==> src/rtl/apb_slave_mem.sv <==
// Per-slave word memory: async-clear register array, one write port, one read port.
// Latency: write lands on the clock edge; read is combinational from the array.
// Backpressure: none; the caller qualifies the write enable.
module apb_slave_mem #(
    parameter int DEPTH = 16,
    parameter int WIDTH = 32,
    localparam int AW   = $clog2(DEPTH)
) (
    input  logic             clk,
    input  logic             rst_n,
    input  logic             we,
    input  logic [AW-1:0]    waddr,
    input  logic [WIDTH-1:0] wdata,
    input  logic [AW-1:0]    raddr,
    output logic [WIDTH-1:0] rdata
);

    logic [WIDTH-1:0] mem [DEPTH];

    // Storage: cleared on reset, written one word per qualified edge.
    always_ff @(posedge clk or negedge rst_n) begin
        if (!rst_n) begin
            for (int i = 0; i < DEPTH; i++) begin
                mem[i] <= '0;
            end
        end else if (we) begin
            mem[waddr] <= wdata;
        end
    end

    assign rdata = mem[raddr];

endmodule

==> config.mk <==
export PLATFORM = sky130hd
export DESIGN_NAME = apb_slave_mem
export DESIGN_NICKNAME = d
export VERILOG_FILES = /design/src/rtl/apb_slave_mem.sv
export SDC_FILE = /design/constraint.sdc
export NUM_CORES = 1
export LEC_CHECK = 0
export ABC_AREA = 0
export CAP_MARGIN = 20
export CORE_ASPECT_RATIO = 1.4
export CORE_MARGIN = 8
export CORE_UTILIZATION = 30
export CTS_CLUSTER_SIZE = 14
export DETAILED_ROUTE_END_ITERATION = 6
export MAX_ROUTING_LAYER = met4
export PLACE_DENSITY = 0.56
export SLEW_MARGIN = 20
export SYNTH_ARGS = -nofsm -noshare
export SYNTH_HDL_FRONTEND = slang
export SYNTH_SLANG_ARGS = --single-unit
==> constraint.sdc <==
create_clock -name clk -period 3.8 [get_ports clk]
set_input_delay 0.57 -clock clk [delete_from_list [all_inputs] [get_ports clk]]
set_output_delay 0.57 -clock clk [all_outputs]
set_load 0.05 [all_outputs]
==> summary.txt, run 1 <==
Run status
  – Status: completed

Route
  – DR iter-0 viols: 757
  – Per-cell routed wire length: between 20 and 25 um
  – Total wire length: 60320 um
  – Vias per inst: a little over 5
  – # DRC: 0
  – Initial DRT Pass Iterations: 5
  – Via Count: between 10000 and 15000
  – Final ANT Viol Nets: 0

Clocking
  – CTS Buf Count: 50
  – H-Tree Depth: 2
  – Post-cts sizing count: 0
  – Sink Count: 512
  – Post-CTS setup buffer count: 0
  – Reg clk slew, reported paths: approximately 0.060 ns
  – Clock tree from TritonCTS: yes
  – Hold-fix buffers, CTS: 0
  – Clock Latency Late Sink: 0.61 ns
  – Root buffer cell: clkbuf_16
  – Clock Path Buffers: 3

GRT
  – GRT Total Usage: approximately 15%
  – Grt ovf: 0
  – Global-route wire length before repair: 93150 um
  – Initial antenna violation count: 6
  – Vias in the first global route: 14160
  – Pin count of the biggest net entering global routing: about 110

Setup path
  – Critical path type: in2out
  – Crit end category: output port
  – Slowest CP cell: and2_2
  – CP Data Required Time: 3.23 ns
  – Worst path most repeated cell: buf_12
  – Max FO, Critical Path: 17
  – CP arrival: 2.64 ns
  – Nature of the critical path startpoint: input pin
  – CP cell instances: clkdlybuf4s50_1, and2_2, buf_12, a22oi_1, nand2_1, buf_12
  – Max stage delay on crit path: 0.67 ns

Floorplanning
  – Core footprint: 0.07519 mm^2
  – Overall die width: 248.9 um
  – Die height: 342.0 um
  – Initial Utilization: between 30% and 40%
  – FP Rows: 119
  – Die footprint: 0.08511 mm^2
  – Boundary pin count: 75

Layout
  – Register area: 0.01281 mm^2
  – Top flop regs: mem x512
  – Area of the multi-input gates: 0.009519 mm^2
  – Share of layout cells above drive strength 1: between 50% and 60%
  – Area delta synth->final: 17.05%
  – Max reg flops: 512
  – Filler cell count: around 7000
  – Largest register by flop count: mem
  – Total Nets Final: ~1500
  – Final Cell Area: 0.02666 mm^2

Timing
  – Minimum clock period: about 3.2 ns
  – Final setup violation count: 0
  – Worst slew pin tran: 0.8942 ns
  – Final worst path period share: 84.35%
  – Slew headroom: 40.38%
  – Post-route setup TNS: 0 ns
  – Final setup skew: 0 ns
  – RSZ-0062 raised after global routing: false
  – Max Fclk: 312.0 MHz
  – Max Transition Viols Final: 0
  – Setup ws final: 0.5947 ns
  – Hold Fails Final Rpt: 0

Logic synthesis
  – Number of synthesized flops with an enable pin: 0
  – Syn nets: 1447
  – Post-synthesis sequential area ratio: 56.26%
  – Top FF cell, synth: dfrtp_1
  – Async S/R FF share, synth: 100.0%
  – Synth Instances: 1404
  – Syn avg cell area: between 15 and 20 um^2
  – Synthesized area: 0.02277 mm^2
  – Flops & latches, synth: 512
  – Post-synth top area cell: dfrtp_1
  – Post-synth top area share: 56.26%
  – Yosys warns: 0
  – Synth top area cells: dfrtp_1, mux2_2, mux4_2
  – Cell variety after synth: 18
  – Top cells by count, synth: dfrtp_1, mux2_2, mux4_2
  – Most frequent cell after synthesis: dfrtp_1

Placement
  – Placement Setup Slack: 0.6059 ns
  – Placed Area: 0.02489 mm^2
  – Port Buf Inserts: 74
  – RD Place Congestion: between 0.7 and 0.8
  – DP HPWL: 35890 um

Flow run
  – Max_cap viols: 0

Worst hold path
  – Class of the worst hold path: in2async

Power
  – Power density over the cells: 590.4 mW/mm^2
  – Static Leak: 0.01110 uW
  – Worst vdd ir: 0.2440 mV
==> worst max-delay path: cells and delay by family <==
family | cells | cell delay (ns)
simple gates | 2 | 0.91
compound gates | 1 | 0.08
buf+inv | 3 | 1.08
==> final cells by class <==
| type | count | area share, % |
|---|---|---|
| Clock buffer | 72 | 5.416 |
| Antenna cell | 5 | 0.04694 |
| Clock inverter | 17 | 1.159 |
| Tap cell | 968 | 4.543 |
| Sequential cell | 512 | 48.06 |
| Multi-Input combinational cell | 765 | 35.71 |
| Timing Repair Buffer | 131 | 5.064 |
==> power by group <==
group          total (uW)  switching [uW]  internal [uW]
combinational        3110            1340           1770
sequential           7310             597           6720
clock                5320            2190           3130
total               15700            4120          11600
==> per-layer routing <==
| metal | global-route usage (%) | wire, um | share of wire, % | up-vias |
|---|---|---|---|---|
| li1 | - | - | - | 5355 |
| met1 | 17.97 | 25910 | 43 | 6925 |
| met2 | 24.99 | 30850 | 51 | 186 |
| met3 | 2.420 | 2122 | 3.5 | 82 |
| met4 | 4.090 | 1438 | 2.4 | 0 |
| met5 | - | 0 | 0 | - |
==> metrics by stage <==
stage	power, uW	std cells	utilization, %	hold WS (ns)
6_report	15740	2470	35.45	0.002841
5_1_grt	16520	2470	35.45	0.06274
4_1_cts	15980	2465	35.44	0.05262
3_5_place_dp	10590	2376	33.11	0.4862
3_3_place_gp	10410	2376	33.11	0.4711
2_1_floorplan	9520	1404	-	0.2744
==> worst paths after layout <==
kind	slack, ns	cells past startpoint	startpoint	to
min in group clk	0.50	1	mem[454]$_DFFE_PN0P_	mem[454]$_DFFE_PN0P_
max in group asynchronous	2.67	2	rst_n	mem[76]$_DFFE_PN0P_
setup reg to reg	3.01	1	mem[506]$_DFFE_PN0P_	mem[506]$_DFFE_PN0P_
hold reg to reg	0.50	1	mem[454]$_DFFE_PN0P_	mem[454]$_DFFE_PN0P_
hold / removal	0.003	1	rst_n	mem[293]$_DFFE_PN0P_
setup / recovery	0.59	6	raddr[2]	rdata[13]
==> cells in the final DEF, fill, tap and decap left out, types with 2 or more instances in the layout <==
cell type        instances
nand3b_1                 2
buf_8                    2
nor2_4                   7
a22oi_1                 64
nand3_1                  2
mux2_2                 509
nor3_2                   6
clkdlybuf4s50_1         39
mux4_2                 128
clkinv_2                 5
mux2_1                   3
buf_4                   69
nor2b_4                  2
clkinvlp_4               2
clkbuf_8                11
diode_2                  5
clkbuf_16               50
bufinv_16                7
nand2b_1                 3
clkbuf_1                11
buf_12                  20
or3_2                    2
dfrtp_1                512
nand2_1                 34
==> cells by family after synthesis <==
logic type / synth area share, %
AO/OA/AOI/OAI: 2.110
buffers and inverters: 2.434
flip-flops: 56.26
multiplexers: 37.97
AND/OR/NAND/NOR: 1.225
Power figures use the tool's default switching activity.
==> run 2, diff against run 1 <==
--- a/config.mk
+++ b/config.mk
@@ -13,7 +13,7 @@
 export CTS_CLUSTER_SIZE = 14
 export DETAILED_ROUTE_END_ITERATION = 6
 export MAX_ROUTING_LAYER = met4
-export PLACE_DENSITY = 0.56
+export PLACE_DENSITY = 0.57
 export SLEW_MARGIN = 20
 export SYNTH_ARGS = -nofsm -noshare
 export SYNTH_HDL_FRONTEND = slang
==> constraint.sdc (replaced) <==
create_clock -name clk -period 2.8 [get_ports clk]
set_input_delay 0.42 -clock clk [delete_from_list [all_inputs] [get_ports clk]]
set_output_delay 0.42 -clock clk [all_outputs]
set_load 0.05 [all_outputs]
==> run 2 against run 1 <==
Effect of this change:
- sequential power grew 36%
- global-route usage is 0.35 points lower
- critical path depth is 1 lower
- worst hold slack improved by 0.43 ns
- sequential share of layout area shrank 0.58 points
- routed wire length decreased by 2.4%
- combinational power grew 39%
- power up 34%
- final area rose by 1.2%
- count of clock-buffer cells in the layout grew 8
- cell count about the same
- non-clock buffer count grew 3
- largest cell class unchanged
==> summary.txt, run 2 (same netlist as run 1, synthesis figures left out) <==
Clocking
  – H-Tree Depth: 2 (unchanged)
  – Reg clk slew, reported paths: 0.06 ns (about the same)
  – Clock Latency Late Sink: 0.57 ns (was 0.61 ns)
  – Root buffer cell: clkbuf_16 (unchanged)
  – Sink Count: 512 (unchanged)
  – Clock Path Buffers: 3 (unchanged)
  – Post-cts sizing count: 0 (unchanged)
  – Clock tree from TritonCTS: yes (unchanged)
  – CTS Buf Count: 50 (unchanged)

Timing
  – Final worst path period share: 94.76%
  – Hold slack: 0.4287 ns (was 0.002841 ns)
  – Post-route setup TNS: 0 ns (unchanged)
  – Max Fclk: 376.9 MHz
  – Setup ws final: 0.1468 ns (was 0.5947 ns)
  – Final setup skew: 0 ns (unchanged)
  – Worst slew pin tran: 0.6618 ns (was 0.8942 ns)
  – Minimum clock period: 2.653 ns
  – Max Transition Viols Final: 0 (unchanged)
  – Hold Fails Final Rpt: 0 (unchanged)
  – Slew headroom: 55.88% (was 40.38%)
  – RSZ-0062 raised after global routing: false (unchanged)
  – Final setup violation count: 0 (unchanged)

Floorplanning
  – Boundary pin count: 75 (unchanged)
  – Die footprint: 0.08511 mm^2 (unchanged)
  – Core footprint: 0.07519 mm^2 (unchanged)
  – FP Rows: 119 (unchanged)
  – Die height: 342.0 um (unchanged)
  – Initial Utilization: 30.29% (unchanged)
  – Overall die width: 248.9 um (unchanged)

Route
  – Total wire length: 58890 um (was 60320 um)
  – Initial DRT Pass Iterations: 4 (was 5)
  – DR iter-0 viols: 766 (was 757)
  – Per-cell routed wire length: 23.82 um (was 24.42 um)
  – Vias per inst: 5.078 (was 5.080)
  – # DRC: 0 (unchanged)
  – Via Count: 12550 (about the same)
  – Final ANT Viol Nets: 0 (unchanged)

Setup path
  – Nature of the critical path startpoint: register (was input pin)
  – Crit path max-delay family: multiplexers (was buffers and inverters)
  – Crit end category: output port (unchanged)
  – CP Data Required Time: 2.38 ns (was 3.23 ns)
  – Slowest CP cell: mux4_2 (was and2_2)
  – Worst path most repeated cell: buf_4 (was buf_12)
  – CP cell instances: mux4_2, a22oi_1, buf_4, nand2_1, buf_4 (was clkdlybuf4s50_1, and2_2, buf_12, a22oi_1, nand2_1, buf_12)
  – Max FO, Critical Path: 2 (was 17)
  – Max stage delay on crit path: 0.47 ns (was 0.67 ns)
  – Critical path type: reg2out (was in2out)
  – CP arrival: 2.23 ns (was 2.64 ns)
  – Buf/Inv on CP: 2 (was 3)

Layout
  – Top flop regs: mem x512 (unchanged)
  – Share of layout cells above drive strength 1: 54.83% (was 55.24%)
  – Commonest cells after routing, fill and taps aside: dfrtp_1, mux2_2, mux4_2, a22oi_1 (was dfrtp_1, mux2_2, mux4_2, buf_4, a22oi_1)
  – Filler cell count: 6952 (was 7029)
  – Commonest non-fill, non-tap cell in the layout: dfrtp_1 (unchanged)
  – Largest register by flop count: mem (unchanged)
  – Final Instance Count excl. Fillers: 2472 (was 2470)
  – Area delta synth->final: 18.49% (was 17.05%)
  – Max reg flops: 512 (unchanged)
  – Total Nets Final: 1506 (was 1503)

Placement
  – Placement Setup Slack: 0.2053 ns (was 0.6059 ns)
  – RD Place Congestion: 0.7133 (was 0.7191)
  – Port Buf Inserts: 74 (unchanged)
  – DP HPWL: 34270 um (was 35890 um)
  – Cell total after placement: 2378 (was 2376)

GRT
  – Pin count of the biggest net entering global routing: 78 (was 111)
  – GRT Total Usage: 14.32% (was 14.67%)
  – Vias in the first global route: 14130 (was 14160)
  – Grt ovf: 0 (unchanged)
  – Global-route wire length before repair: 91570 um (was 93150 um)
  – Initial antenna violation count: 6 (unchanged)

Flow run
  – Max_cap viols: 0 (unchanged)

Power
  – Power density over the cells: 779.6 mW/mm^2 (was 590.4 mW/mm^2)
  – Static Leak: 0.01119 uW (was 0.01110 uW)
  – Worst vdd ir: 0.4793 mV (was 0.2440 mV)

Worst hold path
  – Class of the worst hold path: in2async (unchanged)

Run status
  – Status: completed (unchanged)
==> run 2: final cells by class <==
| type | count | area, um^2 | area share, % |
|---|---|---|---|
| Multi-Input combinational cell | 765 | 9519 | 35.27 |
| Clock inverter | 10 | 130.1 | 0.4822 |
| Timing Repair Buffer | 134 | 1788 | 6.626 |
| Sequential cell | 512 | 12810 | 47.48 |
| Clock buffer | 80 | 1518 | 5.624 |
| Tap cell | 968 | 1211 | 4.488 |
| Antenna cell | 3 | 7.507 | 0.02782 |
==> run 2: path summary, 6_finish.rpt <==
| path | from | endpoint | slack (ns) | depth (start not counted) |
|---|---|---|---|---|
| max in group asynchronous | rst_n | mem[140]$_DFFE_PN0P_ | 1.48 | 3 |
| min in group clk | mem[230]$_DFFE_PN0P_ | mem[230]$_DFFE_PN0P_ | 0.49 | 1 |
| setup reg to reg | mem[506]$_DFFE_PN0P_ | mem[506]$_DFFE_PN0P_ | 2.00 | 1 |
| hold reg to reg | mem[230]$_DFFE_PN0P_ | mem[230]$_DFFE_PN0P_ | 0.49 | 1 |
| hold / removal | rst_n | mem[380]$_DFFE_PN0P_ | 0.43 | 2 |
| setup / recovery | mem[436]$_DFFE_PN0P_ | rdata[20] | 0.15 | 5 |
==> run 2: per-stage QoR <==
stage	cell area, um^2	total power (uW)	utilization, %
5_1_grt	26980	22100	35.88
3_5_place_dp	25320	14470	33.68
6_report	26990	21040	35.89
2_1_floorplan	22770	12920	-
4_1_cts	26980	21360	35.88
3_3_place_gp	25320	14230	33.68
==> run 2: metal layers <==
layer / vias up / track usage [%] / share of wire, %
met1: 6905 / 17.58 / 42
li1: 5377 / - / -
met2: 199 / 24.90 / 52
met4: 0 / 3.734 / 2.3
met5: - / - / 0
met3: 73 / 1.813 / 3.8
==> run 2: timing repair <==
action,4_1_cts,5_1_grt
hold buffers,1,0
buffers inserted,0,0
endpoints found under the hold margin,60,0
==> run 2: power breakdown <==
part           internal [uW]  total [uW]  leakage, uW  switching, uW
logic                   2530        4320      0.00411           1790
clock network           3970        6780     0.000801           2800
registers               9120        9940      0.00628            822
total                  15600       21000       0.0112           5420
==> run 3, diff against run 2 <==
--- a/config.mk
+++ b/config.mk
@@ -14,6 +14,7 @@
 export DETAILED_ROUTE_END_ITERATION = 6
 export MAX_ROUTING_LAYER = met4
 export PLACE_DENSITY = 0.57
+export RECOVER_POWER = 50
 export SLEW_MARGIN = 20
 export SYNTH_ARGS = -nofsm -noshare
 export SYNTH_HDL_FRONTEND = slang
==> run 3 against run 2 <==
Effect of this change:
- combinational power is essentially flat
- utilization is 0.082 points lower
- sequential share of layout area up 0.11 points
- final area shrank 0.23%
- sequential cell count unchanged
- the flow now finishes with violations (max-capacitance violations, max-slew violations)
- register-to-register slack hardly changed
- clock power about the same
==> summary.txt, run 3 (same netlist as run 1, synthesis figures left out) <==
GRT
  – Pin count of the biggest net entering global routing: 78 (unchanged)
  – Vias in the first global route: 14130 (unchanged)
  – Grt ovf: 0 (unchanged)
  – Initial antenna violation count: 8 (was 6)
  – GRT Total Usage: 14.32% (unchanged)
  – Global-route wire length before repair: 91570 um (unchanged)

Placement
  – RD Place Congestion: 0.7133 (unchanged)
  – DP HPWL: 34270 um (unchanged)
  – Cell total after placement: 2378 (unchanged)
  – Placement Setup Slack: 0.2053 ns (unchanged)
  – Port Buf Inserts: 74 (unchanged)

Route
  – Via Count: 12590 (was 12550)
  – Initial DRT Pass Iterations: 5 (was 4)
  – Vias per inst: 5.089 (was 5.078)
  – # DRC: 0 (unchanged)
  – Per-cell routed wire length: 23.82 um (about the same)
  – DR iter-0 viols: 771 (was 766)
  – Total wire length: 58930 um (was 58890 um)
  – Final ANT Viol Nets: 0 (unchanged)

Setup path
  – Critical path type: reg2out (unchanged)
  – Nature of the critical path startpoint: register (unchanged)
  – Max stage delay on crit path: 0.47 ns (about the same)
  – Worst path most repeated cell: buf_4 (unchanged)
  – Crit end category: output port (unchanged)
  – R2r setup slk: 2.00 ns (about the same)
  – CP Data Required Time: 2.38 ns (about the same)
  – R2R Path Start: mem[506]$_DFFE_PN0P_ (unchanged)
  – CP cell instances: mux4_2, a22oi_1, buf_4, nand2_1, buf_4 (unchanged)
  – Reg2reg end: mem[506]$_DFFE_PN0P_ (unchanged)
  – Reg2reg path depth: 1 (unchanged)
  – Max FO, Critical Path: 2 (unchanged)
  – Slowest CP cell: mux4_2 (unchanged)
  – CP arrival: 2.24 ns (was 2.23 ns)

Timing
  – Max Fclk: 376.3 MHz (was 376.9 MHz)
  – Post-route setup TNS: 0 ns (unchanged)
  – Worst slew pin tran: 2.065 ns (was 0.6618 ns)
  – Final worst path period share: 94.90% (was 94.76%)
  – Hold slack: 0.4912 ns (was 0.4287 ns)
  – Final setup violation count: 0 (unchanged)
  – Max Transition Viols Final: 66 (was 0)
  – Minimum clock period: 2.657 ns (was 2.653 ns)
  – Slew headroom: -37.70% (was 55.88%)
  – Hold Fails Final Rpt: 0 (unchanged)
  – Setup ws final: 0.1428 ns (was 0.1468 ns)
  – Final setup skew: 0 ns (unchanged)
  – RSZ-0062 raised after global routing: false (unchanged)

Flow run
  – Max_cap viols: 1 (was 0)

Layout
  – Register area: 0.01281 mm^2 (unchanged)
  – Commonest cells after routing, fill and taps aside: dfrtp_1, mux2_2, mux4_2, a22oi_1, clkbuf_16 (was dfrtp_1, mux2_2, mux4_2, a22oi_1)
  – Final Instance Count excl. Fillers: 2474 (was 2472)
  – Largest register by flop count: mem (unchanged)
  – Area delta synth->final: 18.22% (was 18.49%)
  – Total Nets Final: 1506 (unchanged)
  – Commonest non-fill, non-tap cell in the layout: dfrtp_1 (unchanged)
  – Share of layout cells above drive strength 1: 54.76% (was 54.83%)
  – Filler cell count: 6958 (was 6952)
  – Area of the multi-input gates: 0.009504 mm^2 (was 0.009519 mm^2)
  – Top flop regs: mem x512 (unchanged)
  – Max reg flops: 512 (unchanged)

Worst hold path
  – Hold_sp: mem[230]$_DFFE_PN0P_
  – Class of the worst hold path: reg2reg (was in2async)
  – Worst Hold Depth: 1
  – Hold Path Sink: mem[230]$_DFFE_PN0P_

Clocking
  – Sink Count: 512 (unchanged)
  – CTS Buf Count: 50 (unchanged)
  – H-Tree Depth: 2 (unchanged)
  – Post-CTS setup buffer count: 0 (unchanged)
  – Reg clk slew, reported paths: 0.06 ns (about the same)
  – Root buffer cell: clkbuf_16 (unchanged)
  – Clock tree from TritonCTS: yes (unchanged)
  – Clock Path Buffers: 3 (unchanged)
  – Clock Latency Late Sink: 0.57 ns (about the same)

Floorplanning
  – Initial Utilization: 30.29% (unchanged)
  – FP Rows: 119 (unchanged)
  – Die footprint: 0.08511 mm^2 (unchanged)
  – Core footprint: 0.07519 mm^2 (unchanged)
  – Overall die width: 248.9 um (unchanged)
  – Die height: 342.0 um (unchanged)
  – Boundary pin count: 75 (unchanged)

Run status
  – Violations in the final reports: max-capacitance violations, max-slew violations
  – Status: complete, but fails checks (was completed)

Power
  – Worst vdd ir: 0.4792 mV (was 0.4793 mV)
  – Static Leak: 0.01118 uW (was 0.01119 uW)
  – Power density over the cells: 781.6 mW/mm^2 (was 779.6 mW/mm^2)
  – Total power: 21050 uW (was 21040 uW)
==> run 3: changes by cell type in the layout (fill, tap and decap cells not counted), moves of 2 or more <==
cell / change
buf_12: -3
clkbuf_2: +4
clkdlybuf4s50_1: -2
diode_2: +2
dlygate4sd3_1: +2
==> run 3: worst max-delay path: cells and delay by family (launching register included) <==
family / cells / cell delay (ns)
buffers and inverters: 2 / 0.39
and+or+nand+nor: 1 / 0.13
muxes: 1 / 0.47
DFF: 1 / 0.38
AOI/OAI and AO/OA: 1 / 0.29
==> run 3: layer usage <==
layer	track usage, %	wire length, um	share of wire [%]
met3	1.813	2205	3.7
met4	3.734	1328	2.3
met5	-	0	0
met2	24.90	30570	52
met1	17.58	24820	42
==> run 3: area by class of cell <==
cell class	count	share of cell area [%]
flip-flops and latches	512	47.59
clock buffers	80	5.637
well taps	968	4.498
multi-input cells	765	35.30
repair buffers	134	6.450
clock inverters	10	0.4833
diodes	5	0.04647
==> run 3: where the power goes <==
part	total (uW)	leakage [uW]	internal, uW	switching [uW]
logic	4320	0.00410	2520	1800
registers	9940	0.00628	9120	823
clock network	6780	0.000801	3970	2810
total	21000	0.0112	15600	5430
==> run 3: worst max-delay path by stage <==
stage | startpoint | to | slack (ns)
final | mem[436]$_DFFE_PN0P_ | rdata[20] | 0.14
after floorplan | raddr[0] | rdata[0] | 0.41
after CTS | mem[436]$_DFFE_PN0P_ | rdata[20] | 0.06
after global placement | raddr[0] | rdata[20] | 0.18
after detailed placement | raddr[0] | rdata[20] | 0.21
after global routing | rst_n | mem[93]$_DFFE_PN0P_ | 0.06
==> run 3: stage by stage <==
stage | utilization, % | area, um^2
after floorplan | - | 22770
after global placement | 33.68 | 25320
after detailed placement | 33.68 | 25320
after CTS | 35.88 | 26980
after global routing | 35.80 | 26920
final | 35.81 | 26920
==> run 3: what timing repair did <==
item | CTS | global route
hold endpoints to repair | 60 | 0
endpoints found under the setup margin | 0 | 0
resized for setup | 0 | 0
hold buffers | 1 | 0
